`config.mk`:
```
export PLATFORM = sky130hd
export DESIGN_NAME = regfile_stack
export DESIGN_NICKNAME = d
export VERILOG_FILES = /design/src/rtl/regfile_stack.sv
export SDC_FILE = /design/constraint.sdc
export NUM_CORES = 1
export LEC_CHECK = 0
export BUFFER_PORTS_ARGS = -buffer_cell sky130_fd_sc_hd__buf_4
export CORE_ASPECT_RATIO = 1.5
export CORE_MARGIN = 4
export CORE_UTILIZATION = 43
export CTS_CLUSTER_DIAMETER = 30
export DETAILED_ROUTE_END_ITERATION = 10
export PLACE_DENSITY = 0.65
export SYNTH_ARGS = -nofsm -noshare
export SYNTH_HDL_FRONTEND = slang
export SYNTH_SLANG_ARGS = --single-unit
export TNS_END_PERCENT = 30
```
`constraint.sdc`:
```
create_clock -name clk -period 6.78 [get_ports clk]
set_clock_uncertainty 0.15 [all_clocks]
set_input_delay 1.695 -clock clk [delete_from_list [all_inputs] [get_ports clk]]
set_output_delay 1.695 -clock clk [all_outputs]
set_load 0.01 [all_outputs]
```
`src/rtl/regfile_stack.sv`:
```
// Register file with two combinational read ports and a stack-pointer unit
// for the 65C02-family cores; the control FSM drives every select and strobe.
module regfile_stack #(
    parameter int          DW       = 8,
    parameter int          NREGS    = 4,
    parameter int          SW       = 8,
    parameter logic [31:0] SP_RESET = 32'hFF,
    parameter bit          BYPASS   = 1'b0,
    localparam int         AW       = $clog2(NREGS)
) (
    input  logic          clk,
    input  logic          rst_n,
    input  logic          reg_we,
    input  logic [AW-1:0] reg_dst,
    input  logic [DW-1:0] dst,
    input  logic [AW-1:0] reg_src,
    input  logic [AW-1:0] reg_idx,
    output logic [DW-1:0] src,
    output logic [DW-1:0] idx,
    output logic [SW-1:0] S,
    input  logic          txs,
    input  logic          push,
    input  logic          pull,
    input  logic [1:0]    sp_cnt,
    output logic          sp_unf,
    output logic          sp_ovf,
    input  logic          sp_clr
);

    logic [DW-1:0] regs [NREGS];
    logic [SW:0]   cnt_w;
    logic [SW:0]   dec;
    logic [SW:0]   inc;
    logic          unf_set;
    logic          ovf_set;

    always_ff @(posedge clk or negedge rst_n) begin
        if (!rst_n) begin
            for (int i = 0; i < NREGS; i++) begin
                regs[i] <= '0;
            end
        end else if (reg_we) begin
            regs[reg_dst] <= dst;
        end
    end

    always_comb begin
        src = regs[reg_src];
        idx = regs[reg_idx];
        if (BYPASS && reg_we) begin
            if (reg_src == reg_dst) begin
                src = dst;
            end
            if (reg_idx == reg_dst) begin
                idx = dst;
            end
        end
    end

    // One extra bit on the adjust arithmetic carries the wrap indication.
    assign cnt_w   = (SW+1)'(sp_cnt);
    assign dec     = {1'b0, S} - cnt_w;
    assign inc     = {1'b0, S} + cnt_w;
    assign unf_set = push && !txs && dec[SW];
    assign ovf_set = pull && !txs && !push && inc[SW];

    always_ff @(posedge clk or negedge rst_n) begin
        if (!rst_n) begin
            S      <= SP_RESET[SW-1:0];
            sp_unf <= 1'b0;
            sp_ovf <= 1'b0;
        end else begin
            if (txs) begin
                S <= src[SW-1:0];
            end else if (push) begin
                S <= dec[SW-1:0];
            end else if (pull) begin
                S <= inc[SW-1:0];
            end
            sp_unf <= unf_set | (sp_unf & ~sp_clr);
            sp_ovf <= ovf_set | (sp_ovf & ~sp_clr);
        end
    end

endmodule

```
==> results.md <==
- Outcome: complete, no violations
- Most frequent cell after synthesis: dfrtp_1
- CP arrival: 2.60 ns
- Yosys cell types: 41
- Die Wd: 69.0 µm
- Port Buf Inserts: 48
- Wire length per cell: 17.9 µm
- Total number of vias: 1648
- Clk buf depth: 2
- Clk slew on worst S/H paths: 0.08 ns
- Setup Buffers After CTS: 0
- CTS HTree Levels: 2
- Tcrit/Tclk final: approximately two thirds
- Async S/R FF share, synth: 100%
- Initial Util: about 44%
- Slowest stage cell, crit path: mux4_2
- Nets: 255
- IO Count: just under 50
- First-pass GRT wire length: approximately 8600 µm
- Share of cells above drive strength 1: 51.8%
- Routed vias/inst: approximately 5.6
- Synth Warn #: 0
- PD cells: ~280 nW/µm²
- CP startpoint: reg_src[0]
- Post-synth EDFFs: 0
- Routed WL: 5290 µm
- Mapped Nets: around 210
- Sequential-to-total area share from yosys stat: between 40 and 50%
- Worst path max stage delay: 0.55 ns
- Area grow syn2layout: 21.8%
- HPWL Detailed: between 3000 and 4000 µm
- Diode count: 0
- TritonCTS clock tree: yes
- Num rows: 33
- Top post-synthesis cells by area: dfrtp_1 (35%), mux2_2 (15%), mux4_2 (15%), dfstp_2 (8.8%), ha_1 (2.6%)
- Crit path launch type: input port
- Hold-fix buffers at CTS: 0
- Number of CTS-inserted buffers: 5
- Max_cap viols: 0
- DIE HEIGHT: 99.5 µm
- ANT nets after route: 0
- Die area: roughly 6900 µm²
- Pleak: 1.25 nW
- Worst-path cell chain: buf_4 -> mux4_2 -> buf_4
- Period minus WS final: ~4.4 ns
- Max-slew violations: 0
- Setup TNS: 0 ns
- Clk Latency, worst-skew pair: slightly below 0.3 ns
- #FFs+latches synth: 42
- GPL Wtd Cong: slightly below 0.8
- Buffers and inverters on the worst path: 2
- Max VDD drop: between 0.15 and 0.2 mV
- Most used cell, CP: buf_4
- Post-synth top area cell: dfrtp_1
- Setup violators final: 0
- Initial antenna violation count: 0
- Placed instance area: roughly 2800 µm²
- Largest net degree at the start of global routing: 43
- Setup CP Type: in2out
- Initial DRC Count: approximately 70
- Post-Synthesis Cells: 176
- Cell family with most CP delay: multiplexers
- Area of the core: between 5000 and 6000 µm²
- Worst path required time: ~4.9 ns
- Relative slew margins: a little under half
- Synthesized area: approximately 2400 µm²
- HP Class: reg2reg
- Max Fanout on Critical Path: 8
- Vias in the first global route: roughly 1700
- Pre-antenna DRT Iters: 4
- CP Capture Type: output port
- Worst r2r src: S[1]
- Fmax: 225 MHz
- Worst Max-Slew Pin Slew: 0.819 ns
- CTS Sinks: between 40 and 50
- Post-Syn Area per Cell: roughly 14 µm²
- GR Util All Layers: approximately 17%
- Post-CTS sizing: 0
- CTS Root Cell: clkbuf_8
- GRT overflow: 0
- Final Hold Viols: 0
- DRC viols: 0
- Share of Yosys cell area claimed by the top area cell type: between 30% and 40%
- Total power: 815 µW
- Post-synth top cells: dfrtp_1 (34), mux2_2 (33), mux4_2 (16)
- Post-route design area: between 2000 and 3000 µm²
- HP Start: regs[17]
- Top FF cell, synth: dfrtp_1
- RSZ-0062 raised after global routing: no
-- final cells by class --
class / count / area, µm²
repair buffers: 48 / 360
well taps: 70 / 87.6
multi-input cells: 120 / 1270
clock buffers: 7 / 76.3
clock inverters: 1 / 30.0
flip-flops and latches: 42 / 1060
inverters: 8 / 30.0
fillers: 494 / 2530
-- cells in the final DEF, fill, tap and decap left out, types with 3 or more instances in the layout --
cell type	n
mux2_2	33
clkbuf_8	5
o21ai_0	7
nor2b_1	5
dfrtp_1	34
inv_1	8
mux4_2	16
ha_1	5
dfstp_2	8
nand3_1	4
nand2_1	9
a21oi_1	3
nor2_1	6
buf_4	48
-- path summary, 6_finish.rpt --
check | to | cells after the start | slack, ns
hold / removal | regs[17] | 1 | 0.38
setup reg to reg | S[3] | 5 | 4.55
setup / recovery | src[4] | 3 | 2.33
min in group asynchronous | regs[25] | 1 | 1.23
max in group asynchronous | S[3] | 1 | 4.87
hold reg to reg | regs[17] | 1 | 0.38
-- sequential cells by signal, indices dropped and copies added, names as in the netlist --
name    count
S           8
regs       32
sp_ovf      1
sp_unf      1
-- routing by layer --
layer	track usage, %	wire length [µm]
met5	0	0
met4	7.06	134
met3	4.41	301
met2	27.3	2670
met1	21.8	2190
-- kinds of logic (layout without fill, tap and decap cells) --
family | count (synthesis) | count (layout) | synth area share, %
XOR/XNOR | 2 | 2 | 0.730
flip-flops | 42 | 42 | 44.2
multiplexers | 51 | 51 | 31.4
AO/OA/AOI/OAI | 22 | 22 | 6.36
buffers and inverters | 14 | 64 | 2.61
adder cells (fa/ha/maj) | 7 | 7 | 4.28
AND/OR/NAND/NOR | 38 | 38 | 10.4
-- per-stage QoR --
| step | instances | util, % | setup WS, ns | hold WS, ns |
|---|---|---|---|---|
| after floorplan | 176 | - | 2.44 | 0.341 |
| after global placement | 288 | 51.6 | 2.33 | 0.351 |
| after detailed placement | 288 | 51.6 | 2.32 | 0.364 |
| after CTS | 296 | 53.6 | 2.32 | 0.383 |
| after global routing | 296 | 53.6 | 2.28 | 0.406 |
| final | 296 | 53.6 | 2.33 | 0.382 |
-- power by group --
part           total [mW]  internal [mW]  switching, mW
clock               0.196          0.110         0.0855
sequential          0.358          0.312         0.0462
combinational       0.261          0.150          0.111
No activity file was read; power rests on OpenSTA's default activity.
